## src/rtl/mul_div_unit.sv

```systemverilog
// Multi-cycle signed/unsigned multiply (radix-2 shift-add) and restoring divide for the EX stage.
// Optional macro MDU_ZERO_SKIP_EN: zero-operand operations finish the cycle after start.
module mul_div_unit #(
    parameter int DATA_WIDTH = 16,
    parameter int CNT_WIDTH  = 5
) (
    input  logic                  clk,
    input  logic                  rst,
    input  logic                  start,
    input  logic [1:0]            op,
    input  logic [DATA_WIDTH-1:0] operand_a,
    input  logic [DATA_WIDTH-1:0] operand_b,
    output logic                  busy,
    output logic                  done,
    output logic [DATA_WIDTH-1:0] result_lo,
    output logic [DATA_WIDTH-1:0] result_hi,
    output logic                  div_by_zero
);

    localparam int W = DATA_WIDTH;

    typedef enum logic [1:0] {
        IDLE = 2'd0,
        CALC = 2'd1,
        SIGN = 2'd2
    } state_e;

    state_e               state_q, state_d;
    logic [CNT_WIDTH-1:0] cnt_q, cnt_d;
    logic                 is_div_q, is_div_d;
    logic                 res_sign_q, res_sign_d;
    logic                 rem_sign_q, rem_sign_d;
    logic [2*W-1:0]       acc_q, acc_d;
    logic [W-1:0]         opnd_q, opnd_d;
    logic                 busy_q, busy_d;
    logic                 done_q, done_d;
    logic                 dbz_q, dbz_d;
    logic [W-1:0]         lo_q, lo_d;
    logic [W-1:0]         hi_q, hi_d;

    logic                 a_neg_s, b_neg_s;
    logic [W-1:0]         a_mag_s, b_mag_s;
    logic                 zero_skip_s;
    logic [W:0]           add_s;
    logic [W:0]           rem_sh_s;
    logic [W-1:0]         diff_s;
    logic [2*W-1:0]       prod_s;
    logic [W-1:0]         quo_s, rem_s;

    // Operand magnitudes/signs at issue and the per-iteration datapath
    always_comb begin
        a_neg_s = ~op[0] & operand_a[W-1];
        b_neg_s = ~op[0] & operand_b[W-1];
        a_mag_s = a_neg_s ? (-operand_a) : operand_a;
        b_mag_s = b_neg_s ? (-operand_b) : operand_b;
`ifdef MDU_ZERO_SKIP_EN
        zero_skip_s = op[1] ? ((operand_a == {W{1'b0}}) && (operand_b != {W{1'b0}}))
                            : ((operand_a == {W{1'b0}}) || (operand_b == {W{1'b0}}));
`else
        zero_skip_s = 1'b0;
`endif
        // acc holds {partial product, multiplier} or {partial remainder, dividend/quotient}
        add_s    = {1'b0, acc_q[2*W-1:W]} + (acc_q[0] ? {1'b0, opnd_q} : {(W+1){1'b0}});
        rem_sh_s = {acc_q[2*W-1:W], acc_q[W-1]};
        diff_s   = rem_sh_s[W-1:0] - opnd_q;
        prod_s   = res_sign_q ? (-acc_q) : acc_q;
        quo_s    = res_sign_q ? (-acc_q[W-1:0]) : acc_q[W-1:0];
        rem_s    = rem_sign_q ? (-acc_q[2*W-1:W]) : acc_q[2*W-1:W];
    end

    // Next-state and output logic
    always_comb begin
        state_d    = state_q;
        cnt_d      = cnt_q;
        is_div_d   = is_div_q;
        res_sign_d = res_sign_q;
        rem_sign_d = rem_sign_q;
        acc_d      = acc_q;
        opnd_d     = opnd_q;
        busy_d     = busy_q;
        done_d     = 1'b0;
        dbz_d      = dbz_q;
        lo_d       = lo_q;
        hi_d       = hi_q;
        case (state_q)
            IDLE: begin
                busy_d = 1'b0;
                if (start && !busy_q) begin
                    if (op[1] && (operand_b == {W{1'b0}})) begin
                        done_d = 1'b1;
                        busy_d = 1'b1;
                        dbz_d  = 1'b1;
                        lo_d   = {W{1'b1}};
                        hi_d   = operand_a;
                    end else if (zero_skip_s) begin
                        done_d = 1'b1;
                        busy_d = 1'b1;
                        dbz_d  = 1'b0;
                        lo_d   = {W{1'b0}};
                        hi_d   = {W{1'b0}};
                    end else begin
                        state_d    = CALC;
                        busy_d     = 1'b1;
                        cnt_d      = CNT_WIDTH'(DATA_WIDTH);
                        is_div_d   = op[1];
                        res_sign_d = a_neg_s ^ b_neg_s;
                        rem_sign_d = a_neg_s;
                        acc_d      = {{W{1'b0}}, (op[1] ? a_mag_s : b_mag_s)};
                        opnd_d     = op[1] ? b_mag_s : a_mag_s;
                    end
                end else begin
                    state_d = IDLE;
                end
            end
            CALC: begin
                if (is_div_q) begin
                    if (rem_sh_s >= {1'b0, opnd_q}) begin
                        acc_d = {diff_s, acc_q[W-2:0], 1'b1};
                    end else begin
                        acc_d = {rem_sh_s[W-1:0], acc_q[W-2:0], 1'b0};
                    end
                end else begin
                    acc_d = {add_s, acc_q[W-1:1]};
                end
                cnt_d = cnt_q - CNT_WIDTH'(1);
                if (cnt_q == CNT_WIDTH'(1)) begin
                    state_d = SIGN;
                end else begin
                    state_d = CALC;
                end
            end
            SIGN: begin
                if (is_div_q) begin
                    lo_d = quo_s;
                    hi_d = rem_s;
                end else begin
                    lo_d = prod_s[W-1:0];
                    hi_d = prod_s[2*W-1:W];
                end
                done_d  = 1'b1;
                dbz_d   = 1'b0;
                state_d = IDLE;
            end
            default: begin
                state_d = IDLE;
                busy_d  = 1'b0;
            end
        endcase
    end

    // State and result registers with synchronous reset
    always_ff @(posedge clk) begin
        if (rst) begin
            state_q    <= IDLE;
            cnt_q      <= {CNT_WIDTH{1'b0}};
            is_div_q   <= 1'b0;
            res_sign_q <= 1'b0;
            rem_sign_q <= 1'b0;
            acc_q      <= {(2*W){1'b0}};
            opnd_q     <= {W{1'b0}};
            busy_q     <= 1'b0;
            done_q     <= 1'b0;
            dbz_q      <= 1'b0;
            lo_q       <= {W{1'b0}};
            hi_q       <= {W{1'b0}};
        end else begin
            state_q    <= state_d;
            cnt_q      <= cnt_d;
            is_div_q   <= is_div_d;
            res_sign_q <= res_sign_d;
            rem_sign_q <= rem_sign_d;
            acc_q      <= acc_d;
            opnd_q     <= opnd_d;
            busy_q     <= busy_d;
            done_q     <= done_d;
            dbz_q      <= dbz_d;
            lo_q       <= lo_d;
            hi_q       <= hi_d;
        end
    end

    assign busy        = busy_q;
    assign done        = done_q;
    assign result_lo   = lo_q;
    assign result_hi   = hi_q;
    assign div_by_zero = dbz_q;

endmodule

```

## config.mk

```make
export PLATFORM = sky130hd
export DESIGN_NAME = mul_div_unit
export DESIGN_NICKNAME = d
export VERILOG_FILES = /design/src/rtl/mul_div_unit.sv
export SDC_FILE = /design/constraint.sdc
export NUM_CORES = 1
export LEC_CHECK = 0
export ABC_AREA = 1
export CORE_MARGIN = 2
export CORE_UTILIZATION = 50
export DETAILED_ROUTE_END_ITERATION = 12
export GPL_TIMING_DRIVEN = 1
export PLACE_DENSITY = 0.66
export REMOVE_ABC_BUFFERS = 1
export SLEW_MARGIN = 25
export SYNTH_ARGS = -nofsm -noshare
export SYNTH_HDL_FRONTEND = slang
export SYNTH_SLANG_ARGS = --single-unit
```

## constraint.sdc

```tcl
create_clock -name clk -period 3.1 [get_ports clk]
set_input_delay 0.31 -clock clk [delete_from_list [all_inputs] [get_ports clk]]
set_output_delay 0.31 -clock clk [all_outputs]
set_load 0.01 [all_outputs]
```

==> out/results.tsv, run 1 <==
metric	value	unit
Post-Syn Area	0.008631	mm^2
most common cell after layout, fill and taps aside	nand2_1	
hpwl dp	24.68	mm
# Max-Cap Violations	0	
DIE AREA	0.01833	mm^2
area grow syn2layout	14.28	%
WHS Path Cells	2	
CTS tree	yes	
fin nets	1626	
vias	10130	
setup_tns	0	ns
Setup crit start kind	flop	
Clock Latency Late Sink	0.37	ns
GR Util met3	6.061	%
Setup WS post-layout	0.4326	ns
critical path class	flop to flop	
Yosys cell types	49	
r2r setup slk	0.43	ns
clk_skew	0.01710	ns
static leakage	4.608	nW
final setup vio count	0	
CTS max path bufs	2	
drt drc	0	
gr usage total	34.60	%
global route hottest layer	met2	
Post-Synthesis Cells	1489	
max-slew violations	0	
worst hold path class	flop to flop	
CTS Hold Bufs	0	
RD Place Congestion	0.9879	
Setup Buffers After CTS	0	
GRT overflow	0	
Hold Fails Final Rpt	0	
Worst Path Max Fanout	4	
ANT cells	0	
Synth Area in Simple Gates	37.03	%
Synth Area in Compound Gates	20.30	%
Final period util	86.04	%
Die Ht	135.4	um
ys flop type	dfxtp_1	
CTS resizes	0	
CTS sink cnt	93	
most frequent cells in the layout	nand2_1 (413), inv_1 (190), nand3_1 (153)	
Initial Util	50.60	%
status	completed	
initial antenna violation count	0	
Worst Reg-to-Reg Cells	14	
core area	0.01706	mm^2
Vias/cell	5.704	
utilization after layout	57.83	%
met1 usage	48.69	%
CTS H-tree lvls	3	
initial drt markers	1023	
minimum clock period after layout	2.667	ns
std cell rows	48	
async set-or-reset flop fraction in the synthesized netlist	0	%
Placement Setup Slack	0.2305	ns
Hold EP	result_hi[15]	
share of cells above drive strength 1	5.029	%
WP data required	3.40	ns
reg2reg end	acc_q[31]	
crit path DAT	2.96	ns
Mapped Avg Cell Area	5.796	um^2
final antenna-violating net count	0	
maximum vdd ir drop	0.0002972	V
die width	135.4	um
Hold Path Origin	result_hi[15]	
root buffer cell	clkbuf_16	
adder-cell share of the synthesized area	6.408	%
PortBufs	71	
Synth Area in XOR/XNOR	2.841	%
vias in the first global route	8839	
fillers	1829	
slew margin rel.	51.16	%
RSZ-0062 raised after global routing	false	
sequential fraction of the synthesis area	21.57	%
clock slew at reported path FFs	0.08	ns
Routed wire per std cell	17.79	um
main combinational cell family by area after synthesis	simple AND/OR/NAND/NOR gates	
largest net degree at the start of global routing	54	
CP endpoint kind	flop	
worst-margin pin slew	0.7324	ns
fmax	374.9	MHz
number of enable flip-flop cells after synthesis	0	
Syn. warnings	0	
# IOs	72	
TritonRoute pass-1 iters	6	
first-pass GRT wire length	48.81	mm
#FFs+latches synth	93	
TritonCTS Buffers	9	
post-synthesis mux area share	0	%
met2 Usage GRT	52.14	%
Reg-to-Reg Start	opnd_q[0]	
DRT Wirelength	31.59	mm
Cell Pwr Density	441.9	mW/mm^2
-- stage by stage --
step | std cells | area [um^2] | hold slack (ns) | power [mW]
detailed placement | 1760 | 9565 | 0.4561 | 3.163
finish | 1776 | 9863 | 0.4648 | 4.359
global placement | 1760 | 9565 | 0.4509 | 3.162
floorplan | 1432 | 8338 | 0.3791 | 2.568
CTS | 1776 | 9863 | 0.4683 | 4.318
global route | 1776 | 9863 | 0.4844 | 4.612
-- synthesized netlist by cell type (all sizes together), types with 15 or more instances --
cell type | count | share of area [%]
nor2 | 135 | 6.1
nor3 | 15 | 1.0
dfxtp | 93 | 22
a21oi | 121 | 7.0
a31oi | 22 | 1.6
nand4 | 17 | 1.4
ha | 41 | 5.9
nand3 | 154 | 9.0
inv | 194 | 8.5
nand2 | 417 | 18
xor2 | 25 | 2.5
buf | 23 | 1.9
clkbuf | 34 | 1.5
o21ai | 143 | 8.5
-- worst max path at each step --
stage,from,end,cells after the start
after CTS,opnd_q[0],acc_q[31],14
after floorplan,is_div_q,result_hi[9],7
after detailed placement,operand_b[0],result_hi[3],11
final,opnd_q[0],acc_q[31],14
after global routing,opnd_q[0],acc_q[31],14
after global placement,operand_b[0],result_hi[3],11
-- sequential cells by signal (all words and copies together), names as in the netlist, 2 cells and up --
register,flops
result_hi,16
acc_q,32
state_q,2
result_lo,16
opnd_q,16
cnt_q,5
-- metal layers --
layer / up-vias / share of wire [%]
li1: 5005 / -
met1: 4584 / 45
met2: 472 / 43
met3: 69 / 8.3
met4: 0 / 3.6
met5: - / 0
-- critical path, cell delays in order (launching register included) --
cell	delay, ns
dfxtp_1	0.41
nand2_1	0.07
inv_1	0.06
ha_1	0.29
inv_1	0.09
fa_1	0.44
inv_1	0.13
nand3_1	0.08
nand2_1	0.14
nand2_1	0.10
a21boi_0	0.29
o21ai_0	0.18
a21oi_1	0.15
nand2_1	0.07
a21oi_1	0.12
-- final cells by class --
cell class                 count  area, um^2  area share (%)
multi-input combinational   1145        5746           58.25
tap                          225       281.5           2.854
clock buffer                   9       225.2           2.283
inverter                     194       730.7           7.408
clock inverter                 7       72.57          0.7358
timing repair buffer         103       945.9           9.590
sequential                    93        1862           18.88
-- where the power goes --
part	internal (mW)	leakage, nW	switching [mW]	total, mW
Sequential	1.27	0.757	0.0928	1.37
Clock	0.573	0.144	0.589	1.16
Combinational	0.564	3.71	1.27	1.83
-- kinds of logic (layout without fill, tap and decap cells) --
family	after synthesis	in the layout
flops	93	93
compound gates	322	322
fa+ha+maj	43	43
simple gates	752	752
xor+xnor	28	28
buf+inv	251	313
Power figures use the tool's default switching activity.
==> run 2, diff against run 1 <==
--- a/config.mk
+++ b/config.mk
@@ -6,12 +6,12 @@
 export NUM_CORES = 1
 export LEC_CHECK = 0
 export ABC_AREA = 1
-export CORE_MARGIN = 2
 export CORE_UTILIZATION = 50
 export DETAILED_ROUTE_END_ITERATION = 12
 export GPL_TIMING_DRIVEN = 1
 export PLACE_DENSITY = 0.66
 export REMOVE_ABC_BUFFERS = 1
+export SKIP_CTS_REPAIR_TIMING = 1
 export SLEW_MARGIN = 25
 export SYNTH_ARGS = -nofsm -noshare
 export SYNTH_HDL_FRONTEND = slang
==> constraint.sdc (replaced) <==
create_clock -name clk -period 3.1 [get_ports clk]
set_input_delay 0.465 -clock clk [delete_from_list [all_inputs] [get_ports clk]]
set_output_delay 0.465 -clock clk [all_outputs]
set_load 0.01 [all_outputs]
==> out/results.tsv, run 2 (synthesized netlist as in run 1, its figures left out) <==
metric	value	unit	change
WP data required	3.32	ns	-0.08 ns
PortBufs	71		unchanged
Cell Pwr Density	434.2	mW/mm^2	-1.7%
Routed wire per std cell	18.34	um	+3.1%
RD Place Congestion	1.070		+8.3%
root buffer cell	clkbuf_16		
status	completed		
TritonCTS Buffers	9		unchanged
utilization after layout	59.36	%	+1.5 points
fin nets	1635		+0.55%
fmax	364.2	MHz	-2.9%
Reg-to-Reg Start	opnd_q[15]		
worst setup path startpoint	opnd_q[15]		
most frequent cells in the layout	nand2_1 (413), inv_1 (190), nand3_1 (153)		
met2 Usage GRT	54.54	%	+2.4 points
WHS Path Cells	2		unchanged
initial antenna violation count	0		unchanged
initial drt markers	1420		+39%
global route hottest layer	met2		
maximum vdd ir drop	0.0002586	V	-13%
CTS sink cnt	93		unchanged
Hold Path Origin	result_hi[6]		
critical path class	flop to flop		
gr usage total	37.02	%	+2.4 points
reg2reg end	acc_q[31]		
sequential standard cell area	0.001862	mm^2	unchanged
setup_tns	0	ns	unchanged
met1 usage	52.88	%	+4.2 points
Worst Reg-to-Reg Cells	13		-1
hpwl dp	25.89	mm	+4.9%
core area	0.01670	mm^2	-2.1%
vias	10400		+2.6%
TritonRoute pass-1 iters	6		unchanged
area grow syn2layout	14.86	%	
GR Util met3	8.828	%	+2.8 points
most common cell after layout, fill and taps aside	nand2_1		
largest net degree at the start of global routing	54		unchanged
first-pass GRT wire length	50.85	mm	+4.2%
multi-input logic area	0.005748	mm^2	about the same
Die Ht	133.4	um	-1.5%
clk_skew	0.01127	ns	-0.005826 ns
ANT cells	0		unchanged
vias in the first global route	9158		+3.6%
CP endpoint kind	flop		
CTS H-tree lvls	3		unchanged
final non-filler cell total	1779		+0.17%
drt drc	0		unchanged
die width	133.4	um	-1.5%
# IOs	72		unchanged
worst-margin pin slew	0.7815	ns	+0.04905 ns
share of cells above drive strength 1	5.581	%	+0.55 points
worst hold path class	flop to flop		
Clock power frac	25.1	%	-1.6 points
std cell rows	47		-2.1%
slew margin rel.	47.89	%	-3.3 points
DP Cell Count	1764		+0.23%
r2r setup slk	0.35	ns	-0.08 ns
Sw Share	44.28	%	-0.45 points
Final period util	88.58	%	+2.5 points
Pwr Total	4.304	mW	-1.2%
# Max-Cap Violations	0		unchanged
minimum clock period after layout	2.746	ns	+0.07854 ns
final setup vio count	0		unchanged
clock slew at reported path FFs	0.07	ns	about the same
DRT Wirelength	32.63	mm	+3.3%
Vias/cell	5.843		+2.4%
crit path DAT	2.96	ns	about the same
static leakage	4.649	nW	+0.89%
CTS tree	yes		
RSZ-0062 raised after global routing	false		
Reg with most FFs	acc_q		
Hold Fails Final Rpt	0		unchanged
Initial Util	51.68	%	+1.1 points
GRT overflow	0		unchanged
CTS max path bufs	2		unchanged
Setup crit start kind	flop		
fillers	1776		-2.9%
Int Pwr	2.398	mW	-0.44%
Comb pwr share	43.2	%	+1.2 points
Worst Path Max Fanout	21		+17
max-slew violations	0		unchanged
Reg power frac	31.8	%	+0.5 points
P_sw	1.906	mW	-2.2%
DIE AREA	0.01779	mm^2	-2.9%
max reg flops	32		unchanged
Hold EP	result_hi[6]		
final antenna-violating net count	0		unchanged
Clock Latency Late Sink	0.36	ns	about the same
[run 2: changes by cell type in the layout (fill, tap and decap cells not counted), sizes merged]
cell / change
buf: +9
clkinv: +1
inv: -2
[run 2: how the worst max path moves through the flow]
| stage | to | slack, ns | cells after the start |
|---|---|---|---|
| after floorplan | result_hi[9] | 0.52 | 7 |
| after global placement | opnd_q[12] | 0.18 | 10 |
| after detailed placement | opnd_q[12] | 0.17 | 10 |
| after CTS | acc_q[31] | 0.43 | 13 |
| after global routing | acc_q[31] | 0.24 | 15 |
| final | acc_q[31] | 0.35 | 13 |
[run 2: routing by layer]
layer  wire, um  vias up
met5          0        -
met4        987        0
met3       3693       74
met2      13650      588
met1      14290     4722
li1           -     5011
[run 2: critical path, cell delays in order, from the launching register on]
cell and delay, ns:
dfxtp_1 0.42, inv_1 0.11, ha_1 0.32, inv_1 0.07
nor2_1 0.21, nand4_1 0.21, nor3_4 0.24, nor2_4 0.11
nand2_4 0.25, inv_1 0.17, nand2_1 0.09, nand3_1 0.21
nand2_1 0.13, a21oi_1 0.06
[run 2: power groups by stage]
stage | combinational, mW | sequential, mW | clock, mW
after floorplan | 1.18 | 1.38 | 0
after global placement | 1.79 | 1.39 | 0
after detailed placement | 1.79 | 1.39 | 0
after CTS | 1.80 | 1.36 | 1.08
after global routing | 2.05 | 1.38 | 1.14
final | 1.86 | 1.37 | 1.08
[run 2: metrics by stage]
stage | worst slack [ns] | cell area (um^2) | hold slack, ns
2_1_floorplan | 0.5228 | 8338 | 0.4526
4_1_cts | 0.4330 | 9911 | 0.4642
3_3_place_gp | 0.1759 | 9639 | 0.4510
3_5_place_dp | 0.1651 | 9639 | 0.4541
6_report | 0.3541 | 9913 | 0.4651
5_1_grt | 0.2367 | 9913 | 0.4820
[run 2: layout make-up]
cell class	count	area share [%]
sequential	93	18.78
inverter	194	7.371
clock inverter	6	0.4670
timing repair buffer	112	10.35
multi-input combinational	1145	57.98
tap	220	2.777
clock buffer	9	2.272
==> run 3, diff against run 2 <==
==> constraint.sdc (replaced) <==
create_clock -name clk -period 3.1 [get_ports clk]
set_input_delay 0.31 -clock clk [delete_from_list [all_inputs] [get_ports clk]]
set_output_delay 0.31 -clock clk [all_outputs]
set_load 0.01 [all_outputs]
==> out/results.tsv, run 3 (synthesized netlist as in run 1, its figures left out) <==
metric	value	unit	change
maximum vdd ir drop	0.0002892	V	+12%
Routed wire per std cell	18.17	um	-0.95%
# Max-Cap Violations	0		unchanged
Pwr Total	4.323	mW	+0.44%
status	completed		
critical path's top delay family	compound AO/OA/AOI/OAI gates		
DIE AREA	0.01779	mm^2	unchanged
initial antenna violation count	0		unchanged
TritonRoute pass-1 iters	7		+1
Clock Latency Late Sink	0.36	ns	about the same
setup_tns	0	ns	unchanged
fmax	366.3	MHz	+0.57%
clock slew at reported path FFs	0.07	ns	about the same
post-route cell area	0.009905	mm^2	about the same
Reg with most FFs	acc_q		
CP endpoint kind	flop		
Worst Path Max Fanout	4		-81%
largest net degree at the start of global routing	54		unchanged
RSZ-0062 raised after global routing	false		
vias	10260		-1.3%
Hold Fails Final Rpt	0		unchanged
minimum clock period after layout	2.730	ns	-0.01558 ns
Fin Hold WS	0.4648	ns	-0.0003020 ns
CP max-delay cell	dfxtp_1		
CTS sink cnt	93		unchanged
Setup crit start kind	flop		
Reg power frac	31.5	%	-0.3 points
P_sw	1.918	mW	+0.64%
clk_skew	0.01115	ns	-0.0001232 ns
Clock power frac	25.8	%	+0.7 points
max reg flops	32		unchanged
worst hold path class	flop to flop		
CP Cell Sequence	nand2_1, inv_1, ha_1, inv_1, fa_1, inv_1, nand3_1, nand2_1, nand2_1, a21boi_0, o21ai_0, a21oi_1, nand2_1, a21oi_1		
hpwl dp	25.78	mm	-0.42%
Final period util	88.08	%	-0.50 points
Sw Share	44.37	%	+0.087 points
gr usage total	36.99	%	about the same
die width	133.4	um	unchanged
root buffer cell	clkbuf_16		
static leakage	4.646	nW	about the same
Die Ht	133.4	um	unchanged
Comb pwr share	42.7	%	-0.5 points
first-pass GRT wire length	50.63	mm	-0.43%
ANT cells	0		unchanged
GRT overflow	0		unchanged
CTS H-tree lvls	3		unchanged
share of cells above drive strength 1	5.456	%	-0.12 points
Vias/cell	5.768		-1.3%
WHS Path Cells	2		unchanged
DRT Wirelength	32.30	mm	-1.0%
DP Area	0.009612	mm^2	-0.29%
slew margin rel.	47.53	%	-0.36 points
Buf+Inv Stages, Crit Path	3		unchanged
final antenna-violating net count	0		unchanged
max incr delay on CP	0.43	ns	about the same
final setup vio count	0		unchanged
Crit path top cell by count	nand2_1		
crit path DAT	3.02	ns	+0.06 ns
drt drc	0		unchanged
Initial Util	51.68	%	unchanged
std cell rows	47		unchanged
RD Place Congestion	1.005		-6.1%
Cell Pwr Density	436.5	mW/mm^2	+0.53%
PortBufs	71		unchanged
initial drt markers	1203		-15%
Int Pwr	2.405	mW	+0.29%
TritonCTS Buffers	9		unchanged
vias in the first global route	9256		+1.1%
most common cell after layout, fill and taps aside	nand2_1		
most frequent cells in the layout	nand2_1 (413), inv_1 (190), nand3_1 (153)		
CTS max path bufs	2		unchanged
worst-margin pin slew	0.7862	ns	+0.004693 ns
core area	0.01670	mm^2	unchanged
Crit path depth	14		+1
fin nets	1633		-0.12%
WP data required	3.39	ns	+0.07 ns
# IOs	72		unchanged
max-slew violations	0		unchanged
area grow syn2layout	14.76	%	about the same
critical path class	flop to flop		
Worst Reg-to-Reg Cells	14		+1
CTS tree	yes		
[run 3: changes by cell type in the layout (fill, tap and decap cells not counted), sizes merged]
cell      change
buf           -2
clkinv        +2
clkinvlp      -1
[run 3: area by class of cell]
cell class,count,area [um^2]
fillers,1787,6797
multi-input cells,1145,5746
flip-flops and latches,93,1862
repair buffers,110,998.5
inverters,194,730.7
well taps,220,275.3
clock buffers,9,225.2
clock inverters,7,67.56
[run 3: power by group through the flow]
| stage | clock network (mW) | registers [mW] | logic [mW] |
|---|---|---|---|
| after detailed placement | 0 | 1.39 | 1.78 |
| after floorplan | 0 | 1.38 | 1.18 |
| after global routing | 1.18 | 1.37 | 2.04 |
| final | 1.12 | 1.36 | 1.84 |
| after global placement | 0 | 1.39 | 1.77 |
| after CTS | 1.13 | 1.36 | 1.79 |
[run 3: per-stage QoR]
step                      setup slack, ns  util (%)  std cells
after global routing               0.1582     59.30       1778
after global placement             0.4825     57.55       1762
after CTS                          0.4886     59.30       1778
after detailed placement           0.4310     57.55       1762
final                              0.3697     59.30       1778
after floorplan                    0.5228         -       1432
[run 3: worst paths after layout]
check	endpoint	start	slack [ns]
hold / removal	result_hi[7]	result_hi[7]	0.46
hold reg to reg	result_hi[7]	result_hi[7]	0.46
setup reg to reg	acc_q[31]	opnd_q[0]	0.37
setup / recovery	acc_q[31]	opnd_q[0]	0.37
[run 3: worst min-delay path: stages (launching register included)]
cell     delay, ns
dfxtp_1       0.31
nand2_1       0.06
a21oi_1       0.05
[run 3: routing by layer]
layer	part of all wire (%)	global-route usage (%)
met5	0	0
met4	2.7	12.18
met3	11	8.105
met2	41	53.50
met1	45	53.73
